[config.mk]
export PLATFORM = sky130hd
export DESIGN_NAME = video_mem_arbiter
export DESIGN_NICKNAME = d
export VERILOG_FILES = /design/src/rtl/video_mem_arbiter.sv
export SDC_FILE = /design/constraint.sdc
export NUM_CORES = 1
export LEC_CHECK = 0
export CORE_ASPECT_RATIO = 0.8
export CORE_MARGIN = 2
export CORE_UTILIZATION = 39
export DETAILED_ROUTE_END_ITERATION = 16
export GPL_TIMING_DRIVEN = 0
export HOLD_SLACK_MARGIN = 0.02
export PLACE_DENSITY = 0.81
export REMOVE_ABC_BUFFERS = 1
export SLEW_MARGIN = 30
export SYNTH_ARGS = -nofsm -noshare
export SYNTH_HDL_FRONTEND = slang
export SYNTH_HIERARCHICAL = 1
export SYNTH_SLANG_ARGS = --single-unit
[constraint.sdc]
create_clock -name clk -period 2.65 [get_ports clk]
set_clock_uncertainty 0.15 [all_clocks]
set_input_delay 0.53 -clock clk [delete_from_list [all_inputs] [get_ports clk]]
set_output_delay 0.53 -clock clk [all_outputs]
set_load 0.01 [all_outputs]
[src/rtl/video_mem_arbiter.sv]
// Shares the single video-memory read port among scan, VGC and spare requesters, then
// steers each returned word back to its owner after the fixed memory latency.

module video_mem_arbiter_starve #(
  parameter int LIMIT = 15,
  parameter int CW    = 4
) (
  input  logic clk,
  input  logic reset,
  input  logic req,
  input  logic win,
  output logic starved
);
  logic [CW-1:0] cnt;

  assign starved = req && (cnt == CW'(LIMIT));

  // Waiting ends either by being served or by giving up the request.
  always_ff @(posedge clk or posedge reset)
    if (reset)                  cnt <= '0;
    else if (!req || win)       cnt <= '0;
    else if (cnt != CW'(LIMIT)) cnt <= cnt + CW'(1);
endmodule

module video_mem_arbiter #(
  parameter int NUM_REQ      = 3,
  parameter int ADDR_WIDTH   = 16,
  parameter int DATA_WIDTH   = 32,
  parameter int READ_LATENCY = 2,
  parameter int STARVE_LIMIT = 15
) (
  input  logic                          clk,
  input  logic                          reset,
  input  logic [NUM_REQ-1:0]            req_i,
  input  logic [NUM_REQ*ADDR_WIDTH-1:0] addr_i,
  input  logic                          prio0_en_i,
  output logic [NUM_REQ-1:0]            gnt_o,
  output logic [NUM_REQ-1:0]            rvalid_o,
  output logic [DATA_WIDTH-1:0]         rdata_o,
  output logic                          mem_rd_o,
  output logic [ADDR_WIDTH-1:0]         mem_addr_o,
  input  logic [DATA_WIDTH-1:0]         mem_data_i,
  output logic                          busy_o
);
  localparam int IW = (NUM_REQ > 1) ? $clog2(NUM_REQ) : 1;
  localparam int CW = $clog2(STARVE_LIMIT + 1);

  logic [NUM_REQ-1:0][ADDR_WIDTH-1:0]   addr_v;
  logic [NUM_REQ-1:0]                   starved;
  logic [NUM_REQ-1:0]                   win_oh;
  logic [IW-1:0]                        win_idx;
  logic [IW-1:0]                        next_ptr;
  logic [IW-1:0]                        rr_ptr;
  logic                                 win_any;
  logic [READ_LATENCY-1:0][NUM_REQ-1:0] tag_pipe;

  assign addr_v = addr_i;

  for (genvar k = 0; k < NUM_REQ; k++) begin : g_req
    video_mem_arbiter_starve #(.LIMIT(STARVE_LIMIT), .CW(CW)) u_starve (
      .clk     (clk),
      .reset   (reset),
      .req     (req_i[k]),
      .win     (win_oh[k]),
      .starved (starved[k])
    );
  end

  // Descending scans so the lowest index / nearest-to-pointer candidate is written last.
  always_comb begin
    int j;
    j       = 0;
    win_oh  = '0;
    win_idx = '0;
    win_any = 1'b0;
    for (int k = NUM_REQ - 1; k >= 0; k--)
      if (starved[IW'(k)]) begin
        win_idx = IW'(k);
        win_any = 1'b1;
      end
    if (!win_any && prio0_en_i && req_i[0]) begin
      win_idx = '0;
      win_any = 1'b1;
    end
    if (!win_any)
      for (int i = NUM_REQ - 1; i >= 0; i--) begin
        j = int'(rr_ptr) + i;
        if (j >= NUM_REQ) j = j - NUM_REQ;
        if (req_i[IW'(j)]) begin
          win_idx = IW'(j);
          win_any = 1'b1;
        end
      end
    if (win_any) win_oh[win_idx] = 1'b1;
  end

  assign next_ptr = (win_idx == IW'(NUM_REQ - 1)) ? '0 : win_idx + IW'(1);

  always_ff @(posedge clk or posedge reset)
    if (reset) begin
      gnt_o      <= '0;
      mem_rd_o   <= 1'b0;
      mem_addr_o <= '0;
      rr_ptr     <= '0;
    end else begin
      gnt_o    <= win_oh;
      mem_rd_o <= win_any;
      if (win_any) begin
        mem_addr_o <= addr_v[win_idx];
        rr_ptr     <= next_ptr;
      end
    end

  // Owner tags ride alongside the memory latency; the last stage lines up with mem_data_i.
  always_ff @(posedge clk or posedge reset)
    if (reset) begin
      tag_pipe <= '0;
      rvalid_o <= '0;
      rdata_o  <= '0;
    end else begin
      tag_pipe[0] <= gnt_o;
      for (int s = 1; s < READ_LATENCY; s++) tag_pipe[s] <= tag_pipe[s-1];
      rvalid_o <= tag_pipe[READ_LATENCY-1];
      if (|tag_pipe[READ_LATENCY-1]) rdata_o <= mem_data_i;
    end

  assign busy_o = (|tag_pipe) | mem_rd_o;
endmodule
# After elaboration in Yosys (flattened, before gate mapping)
# Cells that the tools add are included.
# word_totals
word_cells	85
inputBits	86
output_inout_bits	56
reg_bits	71
# classes
n_mux	39
n_bitwise	1
addsub	8
n_reduce_logical	14
n_eq_ne	5
order_cmp	8
# ops
cell	count
$bmux 16 s2	1
$mux 2	14
$mux 16	1
$mux 4	4
$mux 1	14
$lt 2x4->1 const B	3
$add 4x1->4 const B	2
$eq 4x4->1 const B	2
$ne 4x4->1 const B	2
$bmux 1 s2	3
$ge 3x2->1 const B	2
$reduce_or 6->1	1
$sub 2x2->2 const B	3
$logic_and 1x1->1	5
$reduce_bool 2->1	2
$add 2x1->3 const B	1
$add 2x2->3 const B	1
$logic_not 1->1	3
$lt 2x3->1 const B	1
$mux 3	1
$reduce_or 3->1	1
$add 2x1->2 const B	1
$demux 1 s2	1
$eq 2x2->1 const B	1
other kinds (4)	5

# Logic depth before layout (Yosys ltp)
# Gate-level depths: netlist of run 1.
# logic_depth
ltp_word	23
mapped_depth	9
ltp_nobuf	7

# Modules after synthesis
# The synthesis of run 1 kept the hierarchy.
# modules_own_cells
mod	seq_area_each_um2	instances	area_per_inst_um2	cells_per_inst
video_mem_arbiter	1426.4	1	2125.8	120
video_mem_arbiter_starve	100.1	2	235.2	23

# Worst setup path before layout of run 1
# No wires, ideal clock.
# synth_path
path_kind	flip-flop to flip-flop
from	reg g_req[1].u_starve.cnt[0]
to	reg g_req[0].u_starve.cnt[2]
t_required_ps	2420
n_path_buf	2
stages_incl_launch_ff	10
setup_slack_ps	794
period_less_slack_ps	1856
setup_time_ps	80
t_arrival_ps	1625
cell_sequence	dfrtp_1 ha_1 nand3_1 nor2_1 nor2b_4 buf_6 buf_12 inv_1 nand2b_1 nor3_2
# synth_between
elab_chain_len	16
elab_cells_between_ends	18
classes_between	2 x order compare; 1 x eq/ne; 11 x mux; 4 x reduce/logical
# synth_rtl
element	line	rtl
start, declared	14	logic [CW-1:0] cnt;
start signal, assigned	22	else if (cnt != CW'(LIMIT)) cnt <= cnt + CW'(1);
$eq 4x4->1 (*)	16	assign starved = req && (cnt == CW'(LIMIT));
$logic_and 1x1->1 (*)	16	
net starved[1]	49	logic [NUM_REQ-1:0] starved;
$mux 2 (*) (2 in series)	77	if (starved[IW'(k)]) begin
$mux 2 (*)	81	if (!win_any && prio0_en_i && req_i[0]) begin
$mux 2 (3 in series)	89	if (req_i[IW'(j)]) begin
$mux 2 (*)	85	if (!win_any)
$lt 2x3->1 (not written as such) / $ge 2x1->1 (equally long branches)	94	if (win_any) win_oh[win_idx] = 1'b1;
$logic_and 1x1->1 (not written as such)	94	
$mux 1 (not written as such)	94	
$demux 1 s2 (*)	94	
$mux 3 (*)	94	
net win_oh[0]	50	logic [NUM_REQ-1:0] win_oh;
$logic_or 1x1->1 (*)	21	else if (!req || win) cnt <= '0;
$mux 4 / $reduce_bool 2->1 (equally long branches)	--	
end signal, assigned	22	
end, declared	14	
# The timed path passes the listed nets; every way through them passes the cells marked *. The select of a mux whose other input is x is not followed.
# A chain may end at the register's enable or synchronous reset.

# Final worst setup path of run 1
# layout_path
from	reg tag_pipe[4] in the netlist's numbering
to	out busy_o
# layout_between
elab_chain_len	2
# layout_rtl
element	line	rtl
start, declared	55	logic [READ_LATENCY-1:0][NUM_REQ-1:0] tag_pipe;
$reduce_or 6->1	127	assign busy_o = (|tag_pipe) | mem_rd_o;
$or 1x1->1	127	
end, declared	43	output logic busy_o
# No other way between the ends.

==> results of run 1 <==
[cell families after synthesis]
logic type | share of synthesized area [%]
and+or+nand+nor | 6.891
buffers and inverters | 3.951
DFF | 62.65
other | 0.2893
AOI/OAI and AO/OA | 2.506
muxes | 22.75
adders and majority gates | 0.9637
[cell type report]
class                      count  share of cell area, %
sequential                    65                  39.53
timing repair buffer         122                  30.10
multi-input combinational     90                  21.31
clock buffer                  10                  3.101
clock inverter                 6                  2.797
tap                           84                  2.554
inverter                       6                 0.6081
[power by group]
group	switching [mW]	internal, mW
registers	0.0200	1.03
logic	0.0865	0.189
clock network	0.374	0.630
total	0.481	1.85
[registers in the layout, summed over array words and instances, names as in the netlist]
name	count
rdata_o	32
mem_addr_o	16
g_req.u_starve/cnt	8
tag_pipe	4
gnt_o	2
rvalid_o	2
mem_rd_o	1
[path summary, 6_finish.rpt]
| check | start | endpoint | slack (ps) | depth (start not counted) |
|---|---|---|---|---|
| setup / recovery | tag_pipe[4] | busy_o | 150 | 3 |
| max in group asynchronous | reset | mem_rd_o | 1550 | 3 |
| min in group asynchronous | reset | rdata_o[0] | 340 | 2 |
| setup reg to reg | g_req[1].u_starve/cnt[0] | g_req[0].u_starve/cnt[2] | 330 | 7 |
| hold / removal | tag_pipe[1] | tag_pipe[4] | 220 | 0 |
| hold reg to reg | tag_pipe[1] | tag_pipe[4] | 220 | 0 |
[layout by cell type (no fill, tap or decap), types with 3 or more instances in the layout]
cell             Yosys  layout
nand3b_1             4       4
mux2_2              40      40
mux2_4               8       8
inv_1                6       5
clkbuf_8             0       9
clkdlybuf4s50_1      0     121
nor2_1               4       4
dfrtp_1             65      65
bufinv_16            0       3
conb_1               2       3
[synthesized netlist by cell type (all sizes together), types with 3 or more instances]
cell type | instances | area [sq um]
dfrtp | 65 | 1627
mux2 | 48 | 570.6
buf | 7 | 80.07
inv | 6 | 22.52
nor2 | 5 | 26.27
nand3b | 4 | 30.03
nor2b | 3 | 26.27
nor3 | 3 | 25.02
[metrics by stage]
step | total power, mW | TNS [ps] | hold WS (ps) | std cells
3_3_place_gp | 1.340 | -30880 | 211.6 | 365
4_1_cts | 2.371 | 0 | 223.0 | 383
3_5_place_dp | 1.352 | 0 | 211.7 | 366
6_report | 2.333 | 0 | 220.7 | 383
2_1_floorplan | 1.152 | 0 | 146.1 | 160
5_1_grt | 2.447 | 0 | 228.8 | 383
[metal layers]
layer  part of all wire, %  vias to the layer above  global-route usage [%]
met1                    39                      829                   17.69
li1                      -                      831                       -
met5                     0                        -                       0
met4                  0.79                        0                   5.652
met3                    13                        6                   8.350
met2                    47                       93                   26.48
[timing repair]
action,4_1_cts,5_1_grt
setup endpoints to repair,1,0
hold endpoints to repair,0,0
hold buffers,0,0
==> impl_metrics.py, run 1 <==
metrics = {
    "run_status": {
        "status": "finished, final reports clean",
    },
    "place": {
        "dpl_cell_area_sq_um": 3866,
        "place.gp.congestion": 0.7232,
        "detailed_place_hpwl_mm": 4.046,
        "port_buffers": 121,
        "dp_slack_ps": 33.32,
    },
    "worst_setup_path": {
        "cp_num_buf_inv": 1,
        "crit_type": "flip-flop to output port",
        "crit_fanout": 17,
        "cpPeakStageDelay_ps": 510,
        "crit_path_start_kind": "flip-flop",
        "critPathRequiredTime_ps": 1970,
        "critPathTopFamily": "simple AND/OR/NAND/NOR gates",
        "path_cells": "nor2_4, nand2_1, clkdlybuf4s50_1",
        "crit_arrival_ps": 1820,
        "slowest_stage": "clkdlybuf4s50_1",
        "crit_path_end_kind": "output port",
    },
    "logic_synthesis": {
        "synth-edff-count": 0,
        "seq_area_frac_synth_pct": 62.65,
        "syn_area_per_cell_sq_um": 15.64,
        "synth-seq-cells": 65,
        "synthFlopType": "dfrtp_1",
        "syn-cell-area_sq_um": 2596,
        "netlist_instances": 166,
        "yosys_warnings": 6,
        "synth-async-reset-ratio_pct": 100.0,
        "ys_types": 27,
    },
    "worst_hold_path": {
        "hp-class": "flip-flop to flip-flop",
    },
    "global_route": {
        "grt_pass1_wl_mm": 8.845,
        "track_usage_pct": 16.10,
        "antenna_found_initial": 0,
        "grt_max_degree": 51,
        "grt_pass1_vias": 1790,
        "grt_overflow": 0,
    },
    "clock_network": {
        "htreeDepth": 3,
        "clock_latency_ps": 330,
        "cts_buffers": 9,
        "post_cts_resized": 0,
        "clock_sinks": 65,
        "cts_setup_buffers": 0,
        "cts-root-buf": "clkbuf_8",
        "cts_tree": "built",
        "cts.clk_slew.worst_paths_ps": 70,
        "cts_max_path_buffers": 2,
    },
    "pwr": {
        "p_leak_nw": 1.722,
        "power.density_nw_per_um2": 566.9,
        "ir_drop_v": 0.0003568,
    },
    "final_layout": {
        "fin_util_pct": 64.21,
        "antenna-diode-count": 0,
        "final_area_sq_um": 4115,
        "regArea_sq_um": 1627,
        "nets": 382,
        "drive_gt1_share_pct": 24.75,
        "area_growth_pct": 58.51,
        "fill_cells": 486,
        "multi_input_area_sq_um": 877.1,
    },
    "floorplan": {
        "dieArea_sq_um": 7330,
        "num_rows": 26,
        "start_util_pct": 40.51,
        "coreArea_sq_um": 6409,
        "io_pins": 142,
        "dieWidth_um": 95.22,
        "fp.dieH_um": 76.98,
    },
    "sta": {
        "setup_viol": 0,
        "fin_crit_sh_pct": 94.22,
        "drv_slew": 0,
        "max_freq_mhz": 400.5,
        "fin_ws_ps": 153.3,
        "period_minus_slack_ps": 2497,
        "finalHoldViolCount": 0,
        "timing.slew.headroom_pct": 42.88,
        "grt_setup_unrepaired": "false",
        "tightestPinTransition_ps": 855.8,
    },
    "route": {
        "finalWirelength_mm": 5.557,
        "ant_nets": 0,
        "firstDrtPassIters": 4,
        "num_vias": 1759,
        "drc": 0,
        "drtIter0Drc": 39,
        "viasPerCell": 4.593,
        "routedWlPerCell_um": 14.51,
    },
    "run": {
        "drv_cap": 0,
    },
}
No activity file was read; power rests on OpenSTA's default activity.
==> inputs of run 2 (changes only) <==
--- a/config.mk
+++ b/config.mk
@@ -5,13 +5,15 @@
 export SDC_FILE = /design/constraint.sdc
 export NUM_CORES = 1
 export LEC_CHECK = 0
+export ABC_AREA = 1
 export CORE_ASPECT_RATIO = 0.8
 export CORE_MARGIN = 2
 export CORE_UTILIZATION = 39
 export DETAILED_ROUTE_END_ITERATION = 16
 export GPL_TIMING_DRIVEN = 0
 export HOLD_SLACK_MARGIN = 0.02
-export PLACE_DENSITY = 0.81
+export MAX_ROUTING_LAYER = met4
+export PLACE_DENSITY = 0.8
 export REMOVE_ABC_BUFFERS = 1
 export SLEW_MARGIN = 30
 export SYNTH_ARGS = -nofsm -noshare
==> run 2 against run 1 <==
Die area increased by 1.7%. Utilization decreased by 1.0 points. Largest cell class unchanged. Cell count increased by 28%. Non-clock buffer count increased by 1.
==> impl_metrics.py, run 2 <==
metrics = {
    "run_status": {
        "status": "finished, final reports clean",
    },
    "clock_network": {
        "cts-root-buf": "clkbuf_8",
        "cts_max_path_buffers": 2,
        "htreeDepth": 3,
        "cts.clk_slew.worst_paths_ps": 60,
        "cts_buffers": 9,
        "clock_latency_ps": 330,
        "cts_tree": "built",
        "clock_sinks": 65,
    },
    "logic_synthesis": {
        "synth_top_family_by_area": "simple AND/OR/NAND/NOR gates",
        "synth-async-reset-ratio_pct": 100.0,
        "synthTopCellsByCount": "nand2_1 (105), dfrtp_1 (65), o21ai_0 (34)",
        "yosysTopAreaCell": "dfrtp_1",
        "synthFlopType": "dfrtp_1",
        "yosysMostFrequentCell": "nand2_1",
        "seq_area_frac_synth_pct": 61.55,
        "synth-compound-area-share_pct": 6.439,
        "synth-edff-count": 0,
        "yosys.area_share.simple_pct": 25.43,
        "synth_top_area_share_pct": 61.55,
        "syn_area_per_cell_sq_um": 9.338,
        "netlist_instances": 283,
        "synth_xor_area_share_pct": 0,
        "syn-cell-area_sq_um": 2643,
        "ys_types": 19,
        "synthMuxAreaShare_pct": 0,
        "yosys_warnings": 6,
        "synth_area_leaders": "dfrtp_1 (62%), nand2_1 (15%), o21ai_0 (6.4%), nand3_1 (4.2%), nor2_1 (2.4%)",
        "synthAdderAreaFrac_pct": 0.9470,
        "synth-seq-cells": 65,
    },
    "global_route": {
        "grt_pass1_vias": 2240,
        "grt_pass1_wl_mm": 10.09,
        "track_usage_pct": 18.33,
        "antenna_found_initial": 0,
        "grt_overflow": 0,
        "grt_max_degree": 36,
    },
    "worst_setup_path": {
        "critPathRequiredTime_ps": 1970,
        "cp-endpoint": "busy_o",
        "r2r_slack_ps": 390,
        "crit_fanout": 35,
        "crit_arrival_ps": 1760,
        "reg2reg_to": "g_req[0].u_starve/cnt[2]",
        "crit_path_end_kind": "output port",
        "crit_path_start_kind": "flip-flop",
        "rr_startpoint": "g_req[1].u_starve/cnt[0]",
        "reg2reg_depth": 7,
        "crit_start": "tag_pipe[4]",
        "crit_type": "flip-flop to output port",
    },
    "place": {
        "place.gp.congestion": 0.7522,
        "detailed_place_hpwl_mm": 4.618,
        "dp_slack_ps": -264.9,
        "dpl_cell_area_sq_um": 3880,
        "port_buffers": 121,
    },
    "final_layout": {
        "area_growth_pct": 54.83,
        "reg.largest.list": "rdata_o: 32 flops, mem_addr_o: 16 flops, g_req.u_starve/cnt: 8 flops",
        "antenna-diode-count": 0,
        "drive_gt1_share_pct": 8.088,
        "final_common_cell": "clkdlybuf4s50_1",
        "largest_register_ffs": 32,
        "final_area_sq_um": 4091,
        "nets": 492,
        "layout_common_cells": "clkdlybuf4s50_1 (121), nand2_1 (105), dfrtp_1 (63), o21ai_0 (34), nand3_1 (22)",
        "largest_register": "rdata_o",
    },
    "floorplan": {
        "start_util_pct": 40.82,
        "num_rows": 26,
        "coreArea_sq_um": 6474,
        "dieWidth_um": 96.03,
        "fp.dieH_um": 77.63,
        "io_pins": 142,
        "dieArea_sq_um": 7454,
    },
    "route": {
        "drtIter0Drc": 52,
        "routedWlPerCell_um": 13.25,
        "ant_nets": 0,
        "num_vias": 2330,
        "drc": 0,
        "firstDrtPassIters": 4,
        "finalWirelength_mm": 6.518,
        "viasPerCell": 4.736,
    },
    "pwr": {
        "p_leak_nw": 1.852,
        "power.density_nw_per_um2": 523.8,
        "power_mw": 2.143,
        "ir_drop_v": 0.0003186,
    },
    "sta": {
        "setup_viol": 0,
        "fin_ws_ps": 208.0,
        "setup_tns_ps": 0,
        "timing.slew.headroom_pct": 46.09,
        "tightestPinTransition_ps": 807.8,
        "drv_slew": 0,
        "finalHoldViolCount": 0,
        "period_minus_slack_ps": 2442,
        "holdWs_ps": 223.7,
        "fin_crit_sh_pct": 92.15,
        "max_freq_mhz": 409.5,
        "grt_setup_unrepaired": "false",
    },
    "worst_hold_path": {
        "worstHoldStart": "gnt_o[0]",
        "hp-class": "flip-flop to flip-flop",
    },
    "run": {
        "drv_cap": 0,
    },
}
-- run 2: cell count changes after synthesis, sizes merged, moves of 3 or more --
cell,previous run,this run
nor3,3,0
o21ai,0,34
nor2,5,20
nand3b,4,1
nor2b,3,0
inv,6,9
mux2,48,0
nand2,1,111
nand3,2,24
clkbuf,0,3
buf,7,12
-- run 2: final cells by class --
cell class / instances / area (sq um)
clock buffer: 12 / 155.1
clock inverter: 3 / 40.04
fill: 527 / 2382
inverter: 9 / 36.28
multi-input combinational: 196 / 887.1
sequential: 65 / 1629
tap: 84 / 105.1
timing repair buffer: 123 / 1239
-- run 2: repair_timing --
item,CTS,global route
endpoints found under the setup margin,1,0
hold buffers,0,0
resized for setup,2,0
setup buffers,1,0
-- run 2: worst max-delay path, stage by stage (launching register included) --
cell	delay, ps
dfrtp_2	720
nor2_4	80
nand3b_1	100
clkdlybuf4s50_1	530
-- run 2: per-stage QoR --
| stage | util (%) | instances |
|---|---|---|
| 2_1_floorplan | - | 269 |
| 3_3_place_gp | 59.55 | 474 |
| 3_5_place_dp | 59.93 | 475 |
| 4_1_cts | 63.20 | 492 |
| 5_1_grt | 63.20 | 492 |
| 6_report | 63.20 | 492 |
-- run 2: cell families after synthesis --
logic type                 count (synthesis)
and+or+nand+nor                          156
DFF                                       65
AOI/OAI and AO/OA                         34
buffers and inverters                     24
adders and majority gates                  2
other                                      2
-- run 2: report_power, final --
part / switching [mW] / internal (mW)
sequential: 0.0204 / 1.03
clock: 0.347 / 0.478
combinational: 0.0954 / 0.169
-- run 2: how the worst min path moves through the flow --
stage	cells after the start	endpoint	slack [ps]
floorplan	1	g_req[0].u_starve/cnt[0]	150
CTS	0	tag_pipe[0]	220
detailed placement	0	tag_pipe[0]	210
global route	0	tag_pipe[0]	230
finish	0	tag_pipe[0]	220
global placement	0	tag_pipe[4]	210
-- run 2: layer usage --
layer,track usage (%),vias to the layer above,routed length [um]
li1,-,1137,-
met2,30.21,101,2998
met1,19.81,1087,2691
met4,3.429,0,42
met5,-,-,0
met3,9.612,5,785
